===== config.mk =====
export PLATFORM = sky130hd
export DESIGN_NAME = float_div_seq
export DESIGN_NICKNAME = d
export VERILOG_FILES = /design/src/rtl/float_div_seq.sv
export SDC_FILE = /design/constraint.sdc
export NUM_CORES = 1
export LEC_CHECK = 0
export ABC_AREA = 1
export BUFFER_PORTS_ARGS = -buffer_cell sky130_fd_sc_hd__clkbuf_2
export CAP_MARGIN = 30
export CORE_AREA = 2 2 120 133
export DETAILED_ROUTE_END_ITERATION = 6
export DIE_AREA = 0 0 122 135
export PLACE_DENSITY = 0.76
export SYNTH_ARGS = -nofsm -noshare
export SYNTH_HDL_FRONTEND = slang
export SYNTH_SLANG_ARGS = --single-unit
export TNS_END_PERCENT = 5

===== constraint.sdc =====
create_clock -name clk -period 1.93 [get_ports clk]
set_input_delay 0.0965 -clock clk [delete_from_list [all_inputs] [get_ports clk]]
set_output_delay 0.0965 -clock clk [all_outputs]
set_load 0.01 [all_outputs]

===== src/rtl/float_div_seq.sv =====
// float_div_seq: sequential floating-point divider (result = op1 / op2).
// Custom format {sign, exponent, mantissa}: bias 2^(N_EXP-1)-1, exponent 0 means zero,
// no NaN/inf/denormals. Out-of-range results saturate to {sign, EMAX, all ones}.
// The quotient is computed by restoring division, one bit per cycle, MSB first.
// The result is truncated; there is no rounding.
//
// Ports:
//   clk        sole clock, rising edge
//   reset      synchronous, active-high
//   in_valid   operands presented (accepted only while in_ready)
//   in_ready   high only in the idle state
//   op1, op2   dividend and divisor
//   out_valid  result available; held until out_ready
//   out_ready  consumer takes result
//   result     quotient
//   div_zero   op2 was zero; valid while out_valid
module float_div_seq #(
  parameter int unsigned N_MANT = 23,
  parameter int unsigned N_EXP  = 8
) (
  input  logic                    clk,
  input  logic                    reset,
  input  logic                    in_valid,
  output logic                    in_ready,
  input  logic [N_EXP+N_MANT:0]   op1,
  input  logic [N_EXP+N_MANT:0]   op2,
  output logic                    out_valid,
  input  logic                    out_ready,
  output logic [N_EXP+N_MANT:0]   result,
  output logic                    div_zero
);

  localparam int unsigned W  = 1 + N_EXP + N_MANT;
  localparam int unsigned EW = N_EXP + 2;          // signed exponent working width
  localparam int unsigned RW = N_MANT + 2;         // remainder / quotient width
  localparam int unsigned CW = $clog2(N_MANT + 3);

  localparam logic signed [EW-1:0] Bias    = EW'((1 << (N_EXP - 1)) - 1);
  localparam logic signed [EW-1:0] EmaxS   = EW'((1 << N_EXP) - 2);
  localparam logic signed [EW-1:0] ExpOne  = EW'(1);
  localparam logic [N_EXP-1:0]     EmaxE   = N_EXP'((1 << N_EXP) - 2);
  localparam logic [CW-1:0]        CntLoad = CW'(N_MANT + 2);
  localparam logic [CW-1:0]        CntOne  = CW'(1);

  typedef enum logic [1:0] {StIdle, StCalc, StDone} state_t;

  state_t r_state, w_state_next;

  logic                 r_sign;
  logic                 r_zero1;
  logic                 r_zero2;
  logic signed [EW-1:0] r_exp;
  logic [RW-1:0]        r_rem;
  logic [N_MANT:0]      r_div;
  logic [RW-2:0]        r_quo;
  logic [CW-1:0]        r_cnt;
  logic [W-1:0]         r_result;
  logic                 r_div_zero;

  // Operand fields
  logic [N_EXP-1:0]     w_e1, w_e2;
  logic [N_MANT-1:0]    w_m1, w_m2;
  logic signed [EW-1:0] w_exp_acc;

  assign w_e1 = op1[W-2 -: N_EXP];
  assign w_e2 = op2[W-2 -: N_EXP];
  assign w_m1 = op1[N_MANT-1:0];
  assign w_m2 = op2[N_MANT-1:0];
  assign w_exp_acc = $signed({2'b00, w_e1}) - $signed({2'b00, w_e2}) + Bias;

  // One restoring-division step
  logic                 w_ge;
  logic [RW-1:0]        w_rem_sel;
  logic [RW-1:0]        w_rem_next;
  logic [RW-1:0]        w_q;
  logic                 w_last;
  logic signed [EW-1:0] w_exp_adj;
  logic [N_MANT-1:0]    w_mant;
  logic [W-1:0]         w_res;
  logic                 w_dz;

  assign w_ge       = r_rem >= {1'b0, r_div};
  assign w_rem_sel  = w_ge ? (r_rem - {1'b0, r_div}) : r_rem;
  // Remainder after a step is below the divisor, so the shift never loses a set bit.
  assign w_rem_next = w_rem_sel << 1;
  assign w_q        = {r_quo, w_ge};
  assign w_last     = (r_cnt == CntOne);

  // Quotient in (0.5, 2): normalise by one position when the integer bit is clear.
  assign w_exp_adj  = w_q[RW-1] ? r_exp : (r_exp - ExpOne);
  assign w_mant     = w_q[RW-1] ? w_q[N_MANT:1] : w_q[N_MANT-1:0];

  always_comb begin
    w_res = {r_sign, {(W-1){1'b0}}};
    w_dz  = r_zero2;
    if (r_zero2) begin
      if (!r_zero1) w_res = {r_sign, EmaxE, {N_MANT{1'b1}}};
    end else if (r_zero1) begin
      w_res = {r_sign, {(W-1){1'b0}}};
    end else if (w_exp_adj[EW-1] || (w_exp_adj == '0)) begin
      w_res = {r_sign, {(W-1){1'b0}}};
    end else if (w_exp_adj > EmaxS) begin
      w_res = {r_sign, EmaxE, {N_MANT{1'b1}}};
    end else begin
      w_res = {r_sign, w_exp_adj[N_EXP-1:0], w_mant};
    end
  end

  // FSM
  always_comb begin
    w_state_next = r_state;
    unique case (r_state)
      StIdle:  if (in_valid)  w_state_next = StCalc;
      StCalc:  if (w_last)    w_state_next = StDone;
      StDone:  if (out_ready) w_state_next = StIdle;
      default:                w_state_next = StIdle;
    endcase
  end

  always_ff @(posedge clk) begin
    if (reset) r_state <= StIdle;
    else       r_state <= w_state_next;
  end

  // Datapath
  always_ff @(posedge clk) begin
    if (reset) begin
      r_sign     <= 1'b0;
      r_zero1    <= 1'b0;
      r_zero2    <= 1'b0;
      r_exp      <= '0;
      r_rem      <= '0;
      r_div      <= '0;
      r_quo      <= '0;
      r_cnt      <= '0;
      r_result   <= '0;
      r_div_zero <= 1'b0;
    end else if (r_state == StIdle) begin
      if (in_valid) begin
        r_sign  <= op1[W-1] ^ op2[W-1];
        r_zero1 <= (w_e1 == '0);
        r_zero2 <= (w_e2 == '0);
        r_exp   <= w_exp_acc;
        r_rem   <= {1'b0, 1'b1, w_m1};
        r_div   <= {1'b1, w_m2};
        r_quo   <= '0;
        r_cnt   <= CntLoad;
      end
    end else if (r_state == StCalc) begin
      r_rem <= w_rem_next;
      r_quo <= w_q[RW-2:0];
      r_cnt <= r_cnt - CntOne;
      if (w_last) begin
        r_result   <= w_res;
        r_div_zero <= w_dz;
      end
    end
  end

  assign in_ready  = (r_state == StIdle);
  assign out_valid = (r_state == StDone);
  assign result    = r_result;
  assign div_zero  = r_div_zero;

endmodule


==> flow_summary.toml, run 1 <==
[run]
max_cap_viol_count = 0

[setup_path]
slowest_delay_ns = 0.32
cp-end-kind = "flip-flop"
start_kind = "flip-flop"
crit_fanout = 5
worstPathRequired_ns = 2.26
cpLargestDelayFamily = "simple AND/OR/NAND/NOR gates"
cp_slowest_cell = "dfxtp_2"
worst_ep_arrival_time_ns = 2.52
cpMostUsedCell = "nand2_1"
crit_chain = "inv_2, ha_4, nand2_4, nor2_4, nand2_2, nor3_2, nand2_1, nand3_4, inv_8, buf_12, nand2_1, nand3_1, nand2_1, inv_1"
path_class = "reg -> reg"
path_buf_inv = 4

[route]
ant_nets = 0
dr.pass1.iters = 6
drt_iter0_drc = 909
vias_per_cell = 5.581
drc = 0
drt_wl_total_um = 27500
via_count = 9370
wl_per_cell_um = 16.38

[floorplan]
std_cell_rows = 47
die_w_um = 122
die_y_um = 135
coreArea_sq_um = 15000
pin_count = 103
start_util = 0.5254
die_area_sq_um = 16470

[synthesis]
postSynthNetCount = 1312
syn_inst = 1206
synth.ff_latch_count = 126
synthArstFlopShare = 0
yosysUniqueCellTypes = 40
avgSynthCellArea_sq_um = 6.533
synth_edf_count = 0
syn-cell-area_sq_um = 7879
synth_top_cell_area_share = 0.3202
synth_ff_type = "dfxtp_1"
yosys-top-cells-area = "dfxtp_1, nand2_1, a21oi_1, inv_1, o21ai_0"
synth_area_leader_cell = "dfxtp_1"
yosys_warnings = 0
yosysSeqAreaShare = 0.3202

[sta]
worst_pin_slew_ns = 0.6751
final.setup.worst_slack_ns = -0.2655
fmax_mhz = 455.5
fin_setup_tns_ns = -4.059
skew_ns = 0.01086
max-slew-margin-rel = 0.5499
period_share = 1.138
slew_viol_final = 0
finalHoldViolations = 0
period_needed_ns = 2.196
whs_ns = 0.03754
finalSetupViolCount = 42
rsz0062_at_grt = "yes"

[cts]
cts_made_buffers = 17
cts.path.max_buffers = 2
cts_tree = "built"
cts-root-buf = "clkbuf_16"
clk_pin_slew_ns = 0.06
cts_sinks = 126
clock_latency_ns = 0.43
h-tree-depth = 4

[cells_and_area]
stdcell_count = 1679
fillers = 992
layout_common_cells = "nand2_1, buf_4, inv_1"
fin_area_sq_um = 11540
area_growth_pct = 46.48
layout_commonest_cell = "nand2_1"
antenna_cells = 0
drive_gt1_frac = 0.3688
fin_nets = 1576

[placement]
gp_congestion = 0.9409
place_area_sq_um = 9507
dpl.cell_count = 1592
portBuffers = 102
hpwl_um = 16060

[run_status]
status = "complete, but fails checks"
violations = "setup timing"

[grt]
grt_usage = 0.3089
grt_pass1_vias = 8670
antenna_found_initial = 0
grt_pass1_wl_um = 40510
grt_max_degree = 62
grt_overflow_total = 0

[pwr]
p_total_mw = 12.86
irDropWorstVdd_uv = 830.9
p_leak_nw = 5.441
power_density_nw_per_um2 = 1114

[hold_path]
min_path_type = "in -> reg"
[metal layers]
layer	vias up	track usage	share of wire	wire length, um
met4	0	0.1513	0.059	1632
met2	529	0.5245	0.47	12990
met1	4229	0.3729	0.39	10720
met5	-	0	0	0
li1	4452	-	-	-
met3	160	0.05870	0.079	2164
[worst min-delay path, delay by kind of cell]
kind | cells | cell delay [ns]
AO/OA/AOI/OAI | 2 | 0.27
buffers and inverters | 1 | 0.07
[state kept, by name, indices dropped and copies added, names as in the netlist, 2 cells and up]
name     count
r_state      2
r_exp       10
r_rem       25
r_cnt        5
result      32
r_div       24
r_quo       24
[layout make-up]
class / instances / area, sq um / area share
clock buffers: 19 / 442.9 / 0.03838
clock inverters: 13 / 156.4 / 0.01355
inverters: 172 / 658.1 / 0.05702
multi-input cells: 852 / 5273 / 0.4569
flip-flops and latches: 126 / 2556 / 0.2215
well taps: 196 / 245.2 / 0.02125
repair buffers: 301 / 2210 / 0.1915
[final timing paths]
| check | slack (ns) | startpoint | endpoint | cells past startpoint |
|---|---|---|---|---|
| max | -0.27 | r_div[12]$_SDFFE_PP0P_ | r_rem[12]$_SDFFE_PP0P_ | 14 |
| min | 0.04 | op2[8] | r_div[8]$_SDFFE_PP0P_ | 3 |
| max reg2reg | -0.27 | r_div[12]$_SDFFE_PP0P_ | r_rem[12]$_SDFFE_PP0P_ | 14 |
| min reg2reg | 0.48 | r_exp[0]$_SDFFE_PP0P_ | r_exp[0]$_SDFFE_PP0P_ | 2 |
[report_power, final]
group | total, mW | internal, mW | switching [mW] | leakage, nW
clock | 3.30 | 1.97 | 1.33 | 0.287
combinational | 6.54 | 2.93 | 3.60 | 4.11
sequential | 3.02 | 2.83 | 0.184 | 1.04
total | 12.9 | 7.73 | 5.12 | 5.44
[cell families after synthesis]
logic type	synth area share
AO/OA/AOI/OAI	0.2171
adder cells (fa/ha/maj)	0.06225
XOR/XNOR	0.02446
flip-flops	0.3202
buffers and inverters	0.1170
AND/OR/NAND/NOR	0.2590
[synthesized netlist by cell type (all sizes together), types with 2 or more instances]
library cell    n
a211oi         12
a21oi         147
a31oi           3
buf            19
clkbuf         37
dfxtp         126
fa              2
ha             36
inv           171
nand2         320
nand3          58
nand4          12
nor2           59
nor3           17
nor4            4
o211ai          8
o21ai         129
o21bai         10
or2             7
xnor2          10
xor2           12
[metrics by stage]
| step | setup slack (ns) | utilization |
|---|---|---|
| 2_1_floorplan | -0.006912 | - |
| 3_3_place_gp | -0.2008 | 0.6340 |
| 5_1_grt | -0.3169 | 0.7696 |
| 4_1_cts | -0.06549 | 0.7378 |
| 6_report | -0.2655 | 0.7696 |
| 3_5_place_dp | -0.2928 | 0.6340 |
[what timing repair did]
item                       4_1_cts  5_1_grt
buffers inserted                16        5
resized for setup              125      113
cloned                           2        3
hold endpoints to repair        28        0
setup endpoints to repair       55       55
hold buffers                    29        0
pin swaps                       41       52
No activity file was read; power rests on OpenSTA's default activity.
==> inputs of run 2 (changes only) <==
GPL_TIMING_DRIVEN = 0   (was unset)
==> flow_summary.toml, run 2 (synthesis results as in run 1) <==
[run_status]
status = "complete, but fails checks"
violations = "setup timing"

[floorplan]
start_util = 0.5254
die_area_sq_um = 16470
coreArea_sq_um = 15000
die_y_um = 135
die_w_um = 122
std_cell_rows = 47
pin_count = 103

[pwr]
pwr-share-seq = 0.251
switching_share = 0.4126
p_int_mw = 7.063
power_density_nw_per_um2 = 1109
p_comb_frac = 0.490
p_clk_frac = 0.259
switching_power_mw = 4.962
p_total_mw = 12.02
p_leak_nw = 4.967
irDropWorstVdd_uv = 751.7

[cells_and_area]
fin_area_sq_um = 10840
area_growth_pct = 37.59
fillers = 1181
layout_commonest_cell = "nand2_1"
layout_common_cells = "nand2_1, inv_1, a21oi_1"
antenna_cells = 0
drive_gt1_frac = 0.3071
largest_register_ff_count = 32
fin_nets = 1506
stdcell_count = 1609

[hold_path]
whs_path_depth = 3
min_path_type = "in -> reg"
worstHoldEndpoint = "r_div[0]$_SDFFE_PP0P_"
min_from = "op2[0]"

[route]
ant_nets = 0
via_count = 9021
wl_per_cell_um = 16.55
drc = 0
drt_iter0_drc = 746
dr.pass1.iters = 6
vias_per_cell = 5.607
drt_wl_total_um = 26620

[grt]
antenna_found_initial = 0
grt_usage = 0.3193
grt_pass1_wl_um = 41160
grt_overflow_total = 0
grt_max_degree = 17
grt_pass1_vias = 8422

[setup_path]
cp-end-kind = "flip-flop"
reg2reg_slack_ns = -0.28
worst_ep_arrival_time_ns = 2.57
crit_fanout = 3
worstPathRequired_ns = 2.29
rr_worst_depth = 11
r2r-end = "r_rem[15]$_SDFFE_PP0P_"
rr_startpoint = "r_rem[13]$_SDFFE_PP0P_"
path_class = "reg -> reg"
start_kind = "flip-flop"

[sta]
rsz0062_at_grt = "yes"
slew_viol_final = 0
fmax_mhz = 453.4
period_needed_ns = 2.205
period_share = 1.143
whs_ns = 0.01591
skew_ns = 0.01073
fin_setup_tns_ns = -4.891
finalHoldViolations = 0
final.setup.worst_slack_ns = -0.2753
max-slew-margin-rel = 0.4707
worst_pin_slew_ns = 0.7939
finalSetupViolCount = 37

[placement]
gp_congestion = 0.9760
place_area_sq_um = 8648
dpl.cell_count = 1503
portBuffers = 101
hpwl_um = 17510

[cts]
cts_sinks = 126
cts.path.max_buffers = 2
h-tree-depth = 4
cts_made_buffers = 17
cts_tree = "built"
cts-root-buf = "clkbuf_16"
clock_latency_ns = 0.44
clk_pin_slew_ns = 0.06

[run]
max_cap_viol_count = 0
-- run 2: power by group through the flow --
| stage | clock (mW) | combinational (mW) | sequential, mW |
|---|---|---|---|
| 2_1_floorplan | 0 | 2.84 | 2.99 |
| 3_3_place_gp | 0 | 3.76 | 3.01 |
| 3_5_place_dp | 0 | 3.78 | 3.01 |
| 4_1_cts | 3.11 | 4.98 | 3.00 |
| 5_1_grt | 3.23 | 6.32 | 3.04 |
| 6_report | 3.12 | 5.89 | 3.02 |
-- run 2: through the flow --
| step | worst slack [ns] | utilization |
|---|---|---|
| global route | -0.3060 | 0.7229 |
| finish | -0.2753 | 0.7229 |
| CTS | -0.1310 | 0.6939 |
| global placement | -0.5595 | 0.5767 |
| detailed placement | -0.5224 | 0.5767 |
| floorplan | -0.006912 | - |
-- run 2: what timing repair did --
action / in CTS / in global routing
gates cloned: 3 / 0
hold buffers: 30 / 0
setup endpoints to repair: 111 / 85
setup buffers: 33 / 9
pin swaps: 44 / 40
endpoints found under the hold margin: 29 / 0
resized for setup: 150 / 108
-- run 2: layer usage --
layer / GRT usage / vias up / wire [um]
li1: - / 4333 / -
met1: 0.3829 / 4124 / 10670
met2: 0.5478 / 434 / 12530
met3: 0.05321 / 130 / 1962
met4: 0.1622 / 0 / 1465
met5: 0 / - / 0
-- run 2: layout make-up --
type                            instances  area (sq um)  area share
Multi-Input combinational cell        852          5293      0.4882
Sequential cell                       126          2561      0.2363
Timing Repair Buffer                  175          1184      0.1092
Inverter                              172         651.9     0.06013
Clock buffer                           18         429.2     0.03959
Buffer                                 56         342.8     0.03163
Tap cell                              196         245.2     0.02262
Clock inverter                         14         133.9     0.01235
-- run 2: worst max-delay path by stage --
stage | slack [ns] | start | to | cells past startpoint
floorplan | -0.007 | r_div[8]$_SDFFE_PP0P_ | r_rem[24]$_SDFFE_PP0P_ | 12
global placement | -0.56 | r_rem[11]$_SDFFE_PP0P_ | r_rem[17]$_SDFFE_PP0P_ | 12
detailed placement | -0.52 | r_div[6]$_SDFFE_PP0P_ | r_rem[17]$_SDFFE_PP0P_ | 13
CTS | -0.13 | r_div[12]$_SDFFE_PP0P_ | r_rem[24]$_SDFFE_PP0P_ | 12
global route | -0.31 | r_rem[13]$_SDFFE_PP0P_ | r_rem[23]$_SDFFE_PP0P_ | 11
finish | -0.28 | r_rem[13]$_SDFFE_PP0P_ | r_rem[15]$_SDFFE_PP0P_ | 11
-- run 2: worst max-delay path: stages, from the launching register on --
cell     delay, ns
dfxtp_1       0.42
ha_4          0.25
buf_4         0.15
a21oi_1       0.17
o21ai_0       0.27
a21oi_2       0.28
o21ai_2       0.12
nand2_1       0.08
nand2_1       0.06
nand2_2       0.07
nand3_2       0.09
a21oi_2       0.17
==> inputs of run 3 (changes only) <==
ABC_AREA = unset   (was 1)
CORE_AREA = 2 2 116 129   (was 2 2 120 133)
DIE_AREA = 0 0 118 131   (was 0 0 122 135)
==> flow_summary.toml, run 3 <==
[synthesis]
synthAdderAreaFrac = 0.06750
synthArstFlopShare = 0
yosysUniqueCellTypes = 70
synth-simple-area-share = 0.1960
yosysSeqAreaShare = 0.3472
postSynthNetCount = 1019
synth_top_family_by_area = "compound AO/OA/AOI/OAI gates"
synth.most_common_cell = "dfxtp_1"
synth_compound_area_frac = 0.2373
synth_edf_count = 0
synth.ff_latch_count = 126
yosys-top-cells-count = "dfxtp_1, nand2_1, a21oi_1"
syn-cell-area_sq_um = 7266
yosys_warnings = 0
synth_top_cell_area_share = 0.3472
synth_area_leader_cell = "dfxtp_1"
synth_ff_type = "dfxtp_1"
syn_inst = 913
avgSynthCellArea_sq_um = 7.958
yosys-top-cells-area = "dfxtp_1, a21oi_1, nand2_1, ha_1, o21ai_0"
synthMuxAreaShare = 0.04408
synthXorXnorAreaFrac = 0.04460

[setup_path]
cp_slowest_cell = "a211o_4"
worst_ep_arrival_time_ns = 3.04
slowest_delay_ns = 0.41
cp-end-kind = "flip-flop"
path_buf_inv = 1
cpLargestDelayFamily = "compound AO/OA/AOI/OAI gates"
rr_worst_depth = 11
path_class = "reg -> reg"
worstPathRequired_ns = 2.24
start_kind = "flip-flop"
rr_startpoint = "r_rem[0]$_SDFFE_PP0P_"
reg2reg_slack_ns = -0.80
r2r-end = "r_rem[21]$_SDFFE_PP0P_"
crit_fanout = 3
crit_chain = "inv_2, ha_4, fa_2, nor2b_2, o31a_1, o31ai_4, a41oi_2, a211o_4, a31oi_2, mux2i_1, nor2_1"

[floorplan]
die_w_um = 118
std_cell_rows = 46
pin_count = 103
die_y_um = 131
coreArea_sq_um = 14220
start_util = 0.5111
die_area_sq_um = 15460

[grt]
grt_pass1_vias = 7162
grt_max_degree = 17
antenna_found_initial = 0
grt_pass1_wl_um = 35530
grt_overflow_total = 0
grt_usage = 0.2891

[sta]
finalSetupViolCount = 58
period_share = 1.414
skew_ns = 0.006913
slew_viol_final = 0
rsz0062_at_grt = "yes"
final.setup.worst_slack_ns = -0.7984
period_needed_ns = 2.728
worst_pin_slew_ns = 0.7430
finalHoldViolations = 0
max-slew-margin-rel = 0.5047
fmax_mhz = 366.5

[pwr]
p_clk_frac = 0.247
power_density_nw_per_um2 = 1246
p_comb_frac = 0.505
switching_share = 0.3873
irDropWorstVdd_uv = 660.9
p_leak_nw = 3.925
p_int_mw = 7.764
pwr-share-seq = 0.248
switching_power_mw = 4.907

[hold_path]
worstHoldEndpoint = "r_zero2$_SDFFE_PP0P_"
min_from = "op2[25]"
min_path_type = "in -> reg"
whs_path_depth = 4

[cells_and_area]
layout_common_cells = "nand2_1, clkbuf_2, dfxtp_1"
largest_register_ff_count = 32
layout_commonest_cell = "nand2_1"
area_growth_pct = 39.94
fin_area_sq_um = 10170
drive_gt1_frac = 0.3238
antenna_cells = 0
fin_nets = 1210
stdcell_count = 1307

[cts]
h-tree-depth = 4
cts_sinks = 126
cts-root-buf = "clkbuf_16"
cts.path.max_buffers = 2
clk_pin_slew_ns = 0.05
cts_made_buffers = 17
clock_latency_ns = 0.42
cts_tree = "built"

[route]
drt_iter0_drc = 722
wl_per_cell_um = 18.32
drt_wl_total_um = 23950
via_count = 7875
ant_nets = 0
drc = 0
vias_per_cell = 6.025
dr.pass1.iters = 6

[placement]
gp_congestion = 0.9072
hpwl_um = 14550
dpl.cell_count = 1207
portBuffers = 102
place_area_sq_um = 8084

[run]
max_cap_viol_count = 0

[run_status]
violations = "setup timing"
status = "complete, but fails checks"
==> run 3: changes by cell type after synthesis, moves of 10 or more <==
cell      previous run  this run
or3_1                0        10
a21o_1               1        13
o21ai_0            123        65
inv_1              165        49
nand3_1             58        45
a21oi_1            137       118
xnor2_1             10        28
nor2_1              52        37
nor2b_1              0        10
mux2i_1              0        32
nand2_2             23         2
nand2_1            297       123
a221oi_1             0        11
==> run 3: layout make-up <==
type	count	area, sq um
multi-input cells	685	5090
fillers	1035	4049
flip-flops and latches	126	2565
repair buffers	175	1189
clock buffers	24	481.7
plain buffers	50	315.3
well taps	192	240.2
inverters	49	201.4
clock inverters	6	85.08
==> run 3: power groups by stage <==
stage	clock (mW)	sequential [mW]	combinational, mW
floorplan	0	3.05	3.12
global placement	0	3.09	4.03
detailed placement	0	3.10	4.07
CTS	3.12	3.09	5.36
global route	3.25	3.16	6.75
finish	3.13	3.14	6.39
==> run 3: logic make-up (layout without fill, tap and decap cells) <==
family                   Yosys count  in the layout
AO/OA/AOI/OAI                    283            284
XOR/XNOR                          37             37
adder cells (fa/ha/maj)           38             38
buffers and inverters            103            304
flip-flops                       126            126
multiplexers                      32             32
AND/OR/NAND/NOR                  294            294
==> run 3: per-stage QoR <==
step                power (mW)  worst slack (ns)  setup TNS, ns  utilization  hold slack [ns]
floorplan                6.175           -0.4055         -17.85            -           0.2249
global placement         7.125           -0.8322         -50.46       0.5687           0.3148
detailed placement       7.166           -0.8261         -49.96       0.5687           0.3170
CTS                      11.57           -0.7148         -24.17       0.6848         0.009203
global route             13.16           -0.8835         -29.94       0.7152          0.05110
finish                   12.67           -0.7984         -24.25       0.7152          0.01327
==> run 3: metal layers <==
metal / vias up / part of all wire / track usage
met5: - / 0 / 0
met4: 0 / 0.053 / 0.1432
met3: 117 / 0.070 / 0.05122
met2: 412 / 0.48 / 0.5041
met1: 3690 / 0.39 / 0.3477
li1: 3656 / - / -
==> run 3: worst max-delay path by stage <==
stage                                      start                     end  slack (ns)  cells after the start
after global routing       r_rem[0]$_SDFFE_PP0P_  r_rem[19]$_SDFFE_PP0P_       -0.88                     11
after global placement     r_div[2]$_SDFFE_PP0P_  r_rem[21]$_SDFFE_PP0P_       -0.83                     10
final                      r_rem[0]$_SDFFE_PP0P_  r_rem[21]$_SDFFE_PP0P_       -0.80                     11
after floorplan           r_div[12]$_SDFFE_PP0P_  r_rem[10]$_SDFFE_PP0P_       -0.41                     12
after CTS                  r_rem[0]$_SDFFE_PP0P_  r_rem[21]$_SDFFE_PP0P_       -0.71                     11
after detailed placement   r_div[2]$_SDFFE_PP0P_  r_rem[21]$_SDFFE_PP0P_       -0.83                     10
==> run 3: worst min-delay path: cells and delay by family <==
family | cells | cell delay (ns)
buf+inv | 1 | 0.09
simple gates | 2 | 0.13
compound gates | 1 | 0.06
==> run 3: repair_timing <==
item / CTS / global route
hold endpoints to repair: 27 / 0
pin swaps: 37 / 37
hold buffers: 28 / 0
cloned: 2 / 3
endpoints found under the setup margin: 111 / 121
gates resized for setup: 120 / 106
setup buffers: 32 / 11
